`src/rtl/mult_div_pkg.sv`:
```
// Shared op codes, FSM state encodings and small decode helpers for the
// iterative multiply/divide unit.
package mult_div_pkg;

  typedef enum logic [2:0] {
    MDU_MULT  = 3'd0,
    MDU_MULTU = 3'd1,
    MDU_DIV   = 3'd2,
    MDU_DIVU  = 3'd3,
    MDU_MTHI  = 3'd4,
    MDU_MTLO  = 3'd5,
    MDU_MFHI  = 3'd6,
    MDU_MFLO  = 3'd7
  } mdu_op_e;

  typedef enum logic [1:0] {
    MDU_IDLE = 2'd0,
    MDU_RUN  = 2'd1,
    MDU_FIX  = 2'd2
  } mdu_state_e;

  // Multi-cycle ops occupy the low half of the op space.
  function automatic logic is_arith(input logic [2:0] op);
    return (op[2] == 1'b0);
  endfunction

  function automatic logic is_div_op(input logic [2:0] op);
    return (op == MDU_DIV) || (op == MDU_DIVU);
  endfunction

  function automatic logic is_signed_op(input logic [2:0] op);
    return (op == MDU_MULT) || (op == MDU_DIV);
  endfunction

endpackage

```
`src/rtl/mult_div_step.sv`:
```
// One iteration on {acc, q}: shift-add for multiply, restoring
// subtract-shift for divide. Purely combinational.
module mult_div_step #(
  parameter int WIDTH = 32
) (
  input  logic             is_div,
  input  logic [WIDTH-1:0] acc,
  input  logic [WIDTH-1:0] q,
  input  logic [WIDTH-1:0] m,
  output logic [WIDTH-1:0] acc_next,
  output logic [WIDTH-1:0] q_next
);

  logic [WIDTH:0] sum;
  logic [WIDTH:0] rem_sh;
  logic [WIDTH:0] diff;

  always_comb begin
    sum      = {1'b0, acc} + (q[0] ? {1'b0, m} : '0);
    rem_sh   = {acc, q[WIDTH-1]};
    diff     = rem_sh - {1'b0, m};
    acc_next = sum[WIDTH:1];
    q_next   = {sum[0], q[WIDTH-1:1]};
    if (is_div) begin
      // Top bit of diff is the borrow: set means the trial subtract failed.
      if (!diff[WIDTH]) begin
        acc_next = diff[WIDTH-1:0];
        q_next   = {q[WIDTH-2:0], 1'b1};
      end else begin
        acc_next = rem_sh[WIDTH-1:0];
        q_next   = {q[WIDTH-2:0], 1'b0};
      end
    end
  end

endmodule

```
`src/rtl/mult_div.sv`:
```
// Iterative MULT/MULTU/DIV/DIVU unit with architectural HI/LO registers,
// MTHI/MTLO writes and a combinational MFHI/MFLO read port.
//
// state    | meaning
// MDU_IDLE | waiting for start; MTHI/MTLO handled here in one cycle
// MDU_RUN  | one multiply/divide step per cycle, WIDTH steps total
// MDU_FIX  | sign correction and HI/LO commit, then back to idle
module mult_div
  import mult_div_pkg::*;
#(
  parameter int WIDTH = 32
) (
  input  logic             clk,
  input  logic             reset,
  input  logic             start,
  input  logic [2:0]       op,
  input  logic [WIDTH-1:0] In1,
  input  logic [WIDTH-1:0] In2,
  output logic             busy,
  output logic             done,
  output logic             div_by_zero,
  output logic [WIDTH-1:0] hi,
  output logic [WIDTH-1:0] lo,
  output logic [WIDTH-1:0] result
);

  localparam int CW = (WIDTH > 1) ? $clog2(WIDTH) : 1;

  mdu_state_e state, state_next;

  logic [CW-1:0]    count;
  logic [WIDTH-1:0] acc, q, m, in1_r;
  logic [WIDTH-1:0] acc_next, q_next;
  logic             is_div_r, neg_q, neg_r, dz_r;
  logic             accept, accept_arith;
  logic             sign_a, sign_b;
  logic [WIDTH-1:0] mag_a, mag_b;
  logic [2*WIDTH-1:0] prod;
  logic [WIDTH-1:0] fix_hi, fix_lo;

  assign busy         = (state != MDU_IDLE);
  assign accept       = start & ~busy;
  assign accept_arith = accept & is_arith(op);

  assign sign_a = is_signed_op(op) & In1[WIDTH-1];
  assign sign_b = is_signed_op(op) & In2[WIDTH-1];
  assign mag_a  = sign_a ? -In1 : In1;
  assign mag_b  = sign_b ? -In2 : In2;

  mult_div_step #(.WIDTH(WIDTH)) u_step (
    .is_div   (is_div_r),
    .acc      (acc),
    .q        (q),
    .m        (m),
    .acc_next (acc_next),
    .q_next   (q_next)
  );

  always_ff @(posedge clk) begin
    if (reset) state <= MDU_IDLE;
    else       state <= state_next;
  end

  always_comb begin
    state_next = state;
    case (state)
      MDU_IDLE: if (accept_arith) state_next = MDU_RUN;
      MDU_RUN:  if (count == '0) state_next = MDU_FIX;
      MDU_FIX:  state_next = MDU_IDLE;
      default:  state_next = MDU_IDLE;
    endcase
  end

  // Divide-by-zero overrides whatever the iteration left in acc/q.
  always_comb begin
    prod   = neg_q ? -{acc, q} : {acc, q};
    fix_hi = prod[2*WIDTH-1:WIDTH];
    fix_lo = prod[WIDTH-1:0];
    if (dz_r) begin
      fix_hi = in1_r;
      fix_lo = '1;
    end else if (is_div_r) begin
      fix_hi = neg_r ? -acc : acc;
      fix_lo = neg_q ? -q : q;
    end
  end

  always_ff @(posedge clk) begin
    if (reset) begin
      count       <= '0;
      acc         <= '0;
      q           <= '0;
      m           <= '0;
      in1_r       <= '0;
      is_div_r    <= 1'b0;
      neg_q       <= 1'b0;
      neg_r       <= 1'b0;
      dz_r        <= 1'b0;
      done        <= 1'b0;
      div_by_zero <= 1'b0;
      hi          <= '0;
      lo          <= '0;
    end else begin
      done <= 1'b0;
      case (state)
        MDU_IDLE: begin
          if (accept_arith) begin
            count       <= CW'(WIDTH - 1);
            acc         <= '0;
            in1_r       <= In1;
            is_div_r    <= is_div_op(op);
            neg_q       <= sign_a ^ sign_b;
            neg_r       <= sign_a;
            dz_r        <= is_div_op(op) && (In2 == '0);
            div_by_zero <= 1'b0;
            // Multiply iterates over the multiplier; divide over the dividend.
            q           <= is_div_op(op) ? mag_a : mag_b;
            m           <= is_div_op(op) ? mag_b : mag_a;
          end else if (accept && (op == MDU_MTHI)) begin
            hi <= In1;
          end else if (accept && (op == MDU_MTLO)) begin
            lo <= In1;
          end
        end
        MDU_RUN: begin
          acc   <= acc_next;
          q     <= q_next;
          count <= count - 1'b1;
        end
        MDU_FIX: begin
          hi          <= fix_hi;
          lo          <= fix_lo;
          done        <= 1'b1;
          div_by_zero <= dz_r;
        end
        default: ;
      endcase
    end
  end

  always_comb begin
    result = '0;
    if (op == MDU_MFHI)      result = hi;
    else if (op == MDU_MFLO) result = lo;
  end

endmodule

```
`config.mk`:
```
export PLATFORM = sky130hd
export DESIGN_NAME = mult_div
export DESIGN_NICKNAME = d
export VERILOG_FILES = /design/src/rtl/mult_div_pkg.sv /design/src/rtl/mult_div_step.sv /design/src/rtl/mult_div.sv
export SDC_FILE = /design/constraint.sdc
export NUM_CORES = 1
export LEC_CHECK = 0
export CAP_MARGIN = 0
export CORE_MARGIN = 3
export CORE_UTILIZATION = 30
export CTS_CLUSTER_SIZE = 14
export DETAILED_ROUTE_END_ITERATION = 10
export PLACE_DENSITY_LB_ADDON = 0.05
export SLEW_MARGIN = 20
export SYNTH_ARGS = -nofsm -noshare
export SYNTH_HDL_FRONTEND = slang
export SYNTH_SLANG_ARGS = --single-unit
```
`constraint.sdc`:
```
create_clock -name clk -period 8.05 [get_ports clk]
set_clock_uncertainty 0.05 [all_clocks]
set_input_delay 2.0125 -clock clk [delete_from_list [all_inputs] [get_ports clk]]
set_output_delay 2.0125 -clock clk [all_outputs]
set_load 0.01 [all_outputs]
```
==> results of run 1 <==
==> cells in the mapped netlist (all sizes together) (16+ instances only) <==
cell and count:
nand2 282, or4 25, mux2i 57, xnor2 108
or3 21, a22oi 22, o22ai 19, a22o 38
o211ai 32, buf 18, clkbuf 142, nor4 23
o21ai 143, nand2b 24, a21o 26, nor2 226
nor2b 16, a31oi 16, a211oi 79, o21a 18
dfxtp 205, a21oi 215, nand3 21, inv 62
o31ai 23, a311oi 29, xor2 55, nor3 62
ha 70
==> metal layers <==
layer	vias to the layer above	global-route usage (%)
met3	70	2.57
met4	0	6.07
li1	8258	-
met5	-	0
met2	692	42.7
met1	8631	38.3
==> registers in the layout, indices dropped and copies added (netlist names), 2 cells and up <==
name   flops
state      2
m         32
lo        32
acc       32
hi        32
q         32
count      5
in1_r     32
==> tightest hold or removal path, delay by kind of cell, from the launching register on <==
family,cells,cell delay [ns]
simple gates,2,0.09
flops,1,0.31
==> kinds of logic (layout without fill, tap and decap cells) <==
group / after synthesis / in the layout / synth area share [%]
xor+xnor: 163 / 163 / 8.85
flops: 205 / 205 / 25.4
fa+ha+maj: 72 / 72 / 5.68
simple gates: 752 / 752 / 21.1
mux: 58 / 58 / 3.61
buf+inv: 222 / 314 / 5.28
compound gates: 745 / 745 / 30.1
==> cell type report <==
| cell class | instances | area, µm² |
|---|---|---|
| Timing Repair Buffer | 203 | 1940 |
| Fill cell | 5612 | 33600 |
| Clock inverter | 12 | 145 |
| Inverter | 62 | 233 |
| Tap cell | 688 | 861 |
| Multi-Input combinational cell | 1790 | 11200 |
| Clock buffer | 37 | 786 |
| Sequential cell | 205 | 4110 |
==> placed cells by master (no fill, tap or decap), types with 31 or more instances in the layout <==
| cell | instances |
|---|---|
| nor2_1 | 219 |
| inv_1 | 62 |
| xor2_1 | 55 |
| a21oi_1 | 215 |
| clkdlybuf4s50_1 | 166 |
| a211oi_1 | 79 |
| dfxtp_1 | 204 |
| o21ai_0 | 142 |
| o211ai_1 | 31 |
| nand2_1 | 282 |
| a22o_1 | 38 |
| ha_1 | 70 |
| buf_4 | 35 |
| xnor2_1 | 108 |
| nor3_1 | 61 |
| mux2i_1 | 57 |
==> path summary, 6_finish.rpt <==
kind / to / cells past startpoint
worst max-delay path: result[21] / 6
worst min-delay path: m[23] / 2
worst max register to register: acc[8] / 12
worst min register to register: m[23] / 2
==> metrics by stage <==
step	worst slack [ns]	total power [µW]	cell area [µm²]
after global placement	2.01	2100	18400
final	1.99	3390	19300
after CTS	1.98	3400	19300
after global routing	1.87	3540	19300
after floorplan	2.90	1720	16100
after detailed placement	1.98	2090	18400
==> power by group <==
part | switching [µW] | internal, µW | total [µW] | leakage (µW)
Clock | 524 | 776 | 1300 | 0.000459
Sequential | 96.1 | 1080 | 1170 | 0.00167
Combinational | 576 | 340 | 917 | 0.00487
==> results.yml, run 1 <==
critical_path:
  cpMostUsedCell: "buf_4"
  rrSetupSlack_ns: 3.11
  critPathLaunch: "op[1]"
  critPathMaxStageDelay_ns: 0.53
  crit_arrival_ns: 4.00
  r2r_start: "q[31]"
  cp-start-kind: "input port"
  cp_slowest_cell: "buf_4"
  critical_path_required_ns: 5.99
  crit_fanout: 66
  end_kind: "output port"
  crit_chain: "buf_2 -> buf_4 -> and3_1 -> buf_4 -> a22o_1 -> clkdlybuf4s50_1"
  path_buf_inv: 4
  path_class: "input port to output port"
  cp_top_family: "buffers and inverters"
finish:
  fin_util_pct: 36.5
  area_growth_pct: 19.6
  fin_nets: 2432
  n_antenna_cell: 0
  drive_gt1_share_pct: 4.55
  final_cell_count_no_fill: 2997
synth:
  yosysSeqAreaShare_pct: 25.4
  syn-cell-area_mm2: 0.0161
  synth.top_cells.by_area: "dfxtp_1 25%, a21oi_1 6.7%, nand2_1 6.6%, xnor2_1 5.9%, ha_1 5.4%"
  syn_avg_cell_area_um2: 7.28
  yosysTopAreaCellShare_pct: 25.4
  ys_warn_count: 0
  synth-async-reset-ratio_pct: 0
  ys_ff_latch: 205
  synthesis.nets: 2359
  synth_cell_types: 71
  yosys.area.top_type: "dfxtp_1"
  synth_ff_type: "dfxtp_1"
  synth-edff-count: 0
  synth_cells: 2217
global_routing:
  track_usage_pct: 26.5
  overflow: 0
  antenna_found_initial: 1
  grt_pass1_vias: 16300
  grt_pass1_wl_um: 114000
  grt_start_max_net_pins: 78
sta:
  maxSlewViolCount: 0
  worst_pin_slew_ns: 1.06
  slew_headroom_pct: 28.9
  hold_violations: 0
  timing.final.crit_period_ns: 6.06
  fin_crit_sh_pct: 75.3
  fmax_ghz: 0.165
  grt_setup_unrepaired: "no"
  setup_viol: 0
  fin_setup_tns_ns: 0
  whs_ns: 0.393
detailed_routing:
  vias: 17700
  routed_wl_um: 78100
  ant_nets: 0
  routedLengthMet1_um: 36700
  top_layer: "met4"
  first_pass_iters: 5
  drc: 0
  wl_per_cell_um: 26.1
  met2WireLength_um: 35000
  vias_per_cell: 5.89
  drt_iter0_markers: 1835
  met3WireLength_um: 4630
clock_network:
  post_cts_buffers: 0
  cts_resized: 0
  cts_hold_buf: 0
  htree_levels: 1
  cts.path.max_buffers: 3
  clk_latency_ns: 0.59
  clk_pin_slew_worst_paths_ns: 0.06
  cts_tree: "yes"
  cts_root_buffer: "clkbuf_16"
  cts_sinks: 205
  cts_buffers: 28
die:
  core_area_mm2: 0.0529
  dieWidth_um: 238
  initial_core_util_pct: 30.5
  io_pins: 169
  std_cell_rows: 84
  dieArea_mm2: 0.0566
  die_y_um: 238
place:
  routabilityCongestion: 0.896
  dp_cells: 2948
  port-buffer-count: 168
  hpwl_um: 59900
hold_path:
  min_path_type: "flip-flop to flip-flop"
  hp-start: "m[23]"
power:
  powerDensity_mw_per_mm2: 176
  vdd_drop_max_mv: 0.147
  p_leak_uw: 0.00700
status:
  status: "finished clean"
flow_run:
  cap_violations: 0
(Power assumes the default switching activity.)
==> inputs of run 2 (changes only) <==
==> constraint.sdc (replaced) <==
create_clock -name clk -period 6.3 [get_ports clk]
set_clock_uncertainty 0.05 [all_clocks]
set_input_delay 1.575 -clock clk [delete_from_list [all_inputs] [get_ports clk]]
set_output_delay 1.575 -clock clk [all_outputs]
set_load 0.01 [all_outputs]
==> run 2 against run 1 <==
Via count shrank 0.69%. Worst setup slack lost 0.85 ns. Sequential share of layout area shrank 0.21 points. Wire length grew 0.71%. Clock power grew 38%. Die area is the same. Sequential power grew 27%. Global-route usage grew 0.23 points. Critical endpoint unchanged. Largest power group unchanged. Highest routed layer is now met5.
==> results.yml, run 2 (same netlist as run 1, synthesis figures left out) <==
clock_network:
  cts_sinks: 205
  cts_tree: "yes"
  cts.path.max_buffers: 3
  post_cts_buffers: 0
  cts_buffers: 27
  cts_hold_buf: 0
  htree_levels: 1
  cts_resized: 0
  clk_pin_slew_worst_paths_ns: 0.06
  cts_root_buffer: "clkbuf_16"
  clk_latency_ns: 0.57
critical_path:
  cp_slowest_cell: "clkdlybuf4s50_1"
  end_kind: "output port"
  rr_endpoint: "acc[27]"
  rrSetupSlack_ns: 1.52
  cpMostUsedCell: "clkdlybuf4s50_1"
  cp-start-kind: "input port"
  r2r_start: "q[0]"
  crit_arrival_ns: 3.54
  r2r_cells: 13
  path_class: "input port to output port"
  critical_path_required_ns: 4.68
  crit_fanout: 32
  critPathMaxStageDelay_ns: 0.66
  crit_chain: "clkdlybuf4s50_1 -> and3_1 -> buf_4 -> a22o_1 -> clkdlybuf4s50_1"
  critPathLaunch: "op[2]"
detailed_routing:
  routed_wl_um: 78700
  drc: 0
  ant_nets: 0
  first_pass_iters: 8
  wl_per_cell_um: 26.1
  drt_iter0_markers: 1758
  vias_per_cell: 5.82
  vias: 17500
global_routing:
  track_usage_pct: 26.8
  grt_pass1_wl_um: 115000
  grt_util_met3_pct: 3.10
  grt-busiest-layer: "met2"
  groute.layer.met1.usage_pct: 37.9
  grt_use_met2_pct: 42.9
  antenna_found_initial: 3
  overflow: 0
  grt_start_max_net_pins: 120
  grt_pass1_vias: 16400
power:
  p_int_uw: 2940
  p_leak_uw: 0.00711
  clockPowerShare_pct: 40.1
  vdd_drop_max_mv: 0.173
  powerDensity_mw_per_mm2: 229
  power_frac_comb_pct: 26.5
  p_sw_share_pct: 34.2
  power.switching_uw: 1530
  seqPwrFrac_pct: 33.4
sta:
  fin_setup_tns_ns: 0
  maxSlewViolCount: 0
  timing.final.crit_period_ns: 5.16
  fin_ws_ns: 1.14
  fin_crit_sh_pct: 81.9
  fmax_ghz: 0.194
  worst_pin_slew_ns: 1.18
  setup_viol: 0
  slew_headroom_pct: 21.5
  hold_violations: 0
  grt_setup_unrepaired: "no"
place:
  routabilityCongestion: 0.907
  dp_cells: 2962
  hpwl_um: 60800
  pre_cts_ws_ns: 0.960
  port-buffer-count: 168
die:
  core_area_mm2: 0.0529
  io_pins: 169
  std_cell_rows: 84
  dieWidth_um: 238
  die_y_um: 238
  initial_core_util_pct: 30.5
  dieArea_mm2: 0.0566
flow_run:
  cap_violations: 0
finish:
  final_common_cell: "nand2_1"
  area_growth_pct: 20.8
  final_cell_count_no_fill: 3012
  fin_nets: 2445
  drive_gt1_share_pct: 5.21
  layout.cells.most_common_list: "282 x nand2_1, 219 x nor2_1, 215 x a21oi_1, 204 x dfxtp_1, 166 x clkdlybuf4s50_1"
hold_path:
  hp-start: "m[23]"
  whs_endpoint: "m[23]"
  hold_depth: 2
  min_path_type: "flip-flop to flip-flop"
status:
  status: "finished clean"
==> run 2: cell count changes in the layout (fill, tap and decap cells not counted) <==
cell,change
diode_2,+1
clkbuf_8,+5
inv_6,+1
clkbuf_16,-2
buf_12,+1
bufinv_16,+3
clkinv_4,-2
clkinv_2,-2
clkbuf_1,-3
nor3_1,+1
nor3_2,-1
buf_4,+13
==> run 2: how the worst max path moves through the flow <==
stage	end	depth (start not counted)	slack, ns
6_report	result[21]	5	1.14
5_1_grt	result[11]	5	1.06
4_1_cts	result[26]	5	1.14
3_5_place_dp	m[28]	9	0.96
3_3_place_gp	m[28]	9	1.05
2_1_floorplan	result[10]	5	2.03
==> run 2: metrics by stage <==
stage          hold slack [ns]  util (%)  area [µm²]  total power (µW)
2_1_floorplan            0.366         -       16100              2200
3_3_place_gp             0.384      35.0       18500              2680
3_5_place_dp             0.390      35.0       18500              2680
4_1_cts                  0.399      36.9       19500              4490
5_1_grt                  0.422      36.9       19500              4650
6_report                 0.398      36.9       19500              4460
==> run 2: layout make-up <==
cell class | count | area, µm²
multi-input combinational | 1790 | 11200
timing repair buffer | 217 | 2060
fill | 5537 | 33400
clock buffer | 37 | 793
tap | 688 | 861
antenna | 1 | 2.50
clock inverter | 12 | 216
sequential | 205 | 4110
inverter | 62 | 233
==> run 2: per-layer routing <==
metal	wire length (µm)	vias to the layer above	part of all wire (%)
li1	-	8295	-
met1	36100	8530	46
met2	35100	610	45
met3	4970	93	6.3
met4	2530	2	3.2
met5	13	-	0.017
==> run 2: power by group through the flow <==
stage	combinational (µW)	sequential [µW]	clock, µW
after floorplan	738	1460	0
after global placement	1170	1510	0
after detailed placement	1170	1510	0
final	1180	1490	1790
after global routing	1280	1500	1870
after CTS	1180	1490	1820
==> run 2: worst max-delay path, delay by kind of cell <==
kind	cells	cell delay, ns
simple gates	1	0.20
compound gates	1	0.22
buf+inv	3	1.52
==> inputs of run 3 (changes only) <==
==> constraint.sdc (replaced) <==
create_clock -name clk -period 5.32 [get_ports clk]
set_clock_uncertainty 0.05 [all_clocks]
set_input_delay 1.33 -clock clk [delete_from_list [all_inputs] [get_ports clk]]
set_output_delay 1.33 -clock clk [all_outputs]
set_load 0.01 [all_outputs]
==> run 3 against run 2 <==
Count of clock-buffer cells in the layout up 8. Die area unchanged. Wire length up 2.8%.
==> results.yml, run 3 (same netlist as run 1, synthesis figures left out) <==
critical_path:
  end_kind: "output port"
  path_buf_inv: 3
  critical_path_required_ns: 3.94
  r2r_cells: 13
  critPathMaxStageDelay_ns: 0.65
  critPathLaunch: "op[2]"
  crit_fanout: 32
  cp_slowest_cell: "clkdlybuf4s50_1"
  cp.depth: 5
  crit_arrival_ns: 3.33
  cp_top_family: "buffers and inverters"
  rr_endpoint: "acc[27]"
  crit_chain: "clkdlybuf4s50_1 -> and3_1 -> buf_4 -> a22o_1 -> clkdlybuf4s50_1"
  cp-start-kind: "input port"
  rrSetupSlack_ns: 1.19
  cpMostUsedCell: "clkdlybuf4s50_1"
  worstSetupEndpoint: "result[26]"
  path_class: "input port to output port"
  r2r_start: "q[0]"
sta:
  fmax_ghz: 0.212
  grt_setup_unrepaired: "no"
  timing.final.crit_period_ns: 4.71
  hold_violations: 0
  worst_pin_slew_ns: 1.09
  fin_setup_tns_ns: 0
  fin_crit_sh_pct: 88.5
  setup_viol: 0
  slew_headroom_pct: 27.3
  maxSlewViolCount: 0
clock_network:
  cts_resized: 0
  cts_hold_buf: 0
  cts_tree: "yes"
  clk_latency_ns: 0.58
  htree_levels: 1
  clk_pin_slew_worst_paths_ns: 0.05
  cts.path.max_buffers: 3
  cts_buffers: 29
  cts_root_buffer: "clkbuf_16"
  cts_sinks: 205
  post_cts_buffers: 0
die:
  die_y_um: 238
  initial_core_util_pct: 30.5
  io_pins: 169
  dieArea_mm2: 0.0566
  dieWidth_um: 238
  std_cell_rows: 84
  core_area_mm2: 0.0529
global_routing:
  grt_pass1_wl_um: 118000
  overflow: 0
  grt_pass1_vias: 17000
  track_usage_pct: 27.7
  grt_start_max_net_pins: 74
  antenna_found_initial: 1
place:
  port-buffer-count: 168
  routabilityCongestion: 0.902
  hpwl_um: 63200
detailed_routing:
  ant_nets: 0
  wl_per_cell_um: 26.5
  routed_wl_um: 80900
  drt_iter0_markers: 1636
  vias_per_cell: 5.83
  vias: 17800
  drc: 0
  first_pass_iters: 5
power:
  vdd_drop_max_mv: 0.206
  p_total_uw: 5310
  powerDensity_mw_per_mm2: 268
  p_leak_uw: 0.00731
status:
  status: "finished clean"
finish:
  n_antenna_cell: 0
  area_growth_pct: 22.7
  drive_gt1_share_pct: 6.80
  fin_nets: 2485
  layout.cells.most_common_list: "282 x nand2_1, 219 x nor2_1, 215 x a21oi_1, 204 x dfxtp_1, 166 x clkdlybuf4s50_1"
  final_common_cell: "nand2_1"
  fin_util_pct: 37.4
hold_path:
  hp-start: "m[23]"
  min_path_type: "flip-flop to flip-flop"
flow_run:
  cap_violations: 0
[run 3: worst min-delay path by stage]
| stage | endpoint | depth (start not counted) | slack, ns |
|---|---|---|---|
| after global placement | m[23] | 2 | 0.38 |
| after detailed placement | m[23] | 2 | 0.38 |
| final | m[23] | 2 | 0.39 |
| after floorplan | m[21] | 2 | 0.37 |
| after global routing | m[9] | 2 | 0.42 |
| after CTS | m[21] | 2 | 0.39 |
[run 3: through the flow]
stage	hold slack, ns	instances	instance area [µm²]	setup slack (ns)
floorplan	0.366	2217	16100	1.31
global placement	0.381	3000	18800	0.666
detailed placement	0.384	3000	18800	0.588
CTS	0.392	3054	19800	0.604
global route	0.419	3054	19800	0.516
finish	0.387	3054	19800	0.613
[run 3: worst reg2reg max path, stage by stage, from the launching register on]
cell,delay [ns]
dfxtp_1,0.31
inv_1,0.20
buf_12,0.20
nor2_1,0.08
ha_1,0.37
and3_1,0.22
a221o_1,0.31
o21ai_0,0.28
a31oi_1,0.23
or4_1,0.59
a311oi_1,0.51
xor2_1,0.12
a221oi_1,0.41
a22o_1,0.19
[run 3: per-layer routing]
layer	share of wire (%)	track usage [%]
met5	0	0
met4	3.5	9.20
met3	5.8	3.14
met2	45	44.6
met1	46	38.5
[run 3: layout make-up]
cell class / instances / area (µm²)
fillers: 5612 / 33100
multi-input cells: 1790 / 11200
flip-flops and latches: 205 / 4110
repair buffers: 255 / 2360
clock buffers: 45 / 886
well taps: 688 / 861
inverters: 62 / 233
clock inverters: 9 / 126
[run 3: power by group]
group	leakage [µW]	switching (µW)	internal, µW
Sequential	0.00167	137	1630
Combinational	0.00514	901	549
Clock	0.000499	811	1280
Total	0.00731	1850	3460
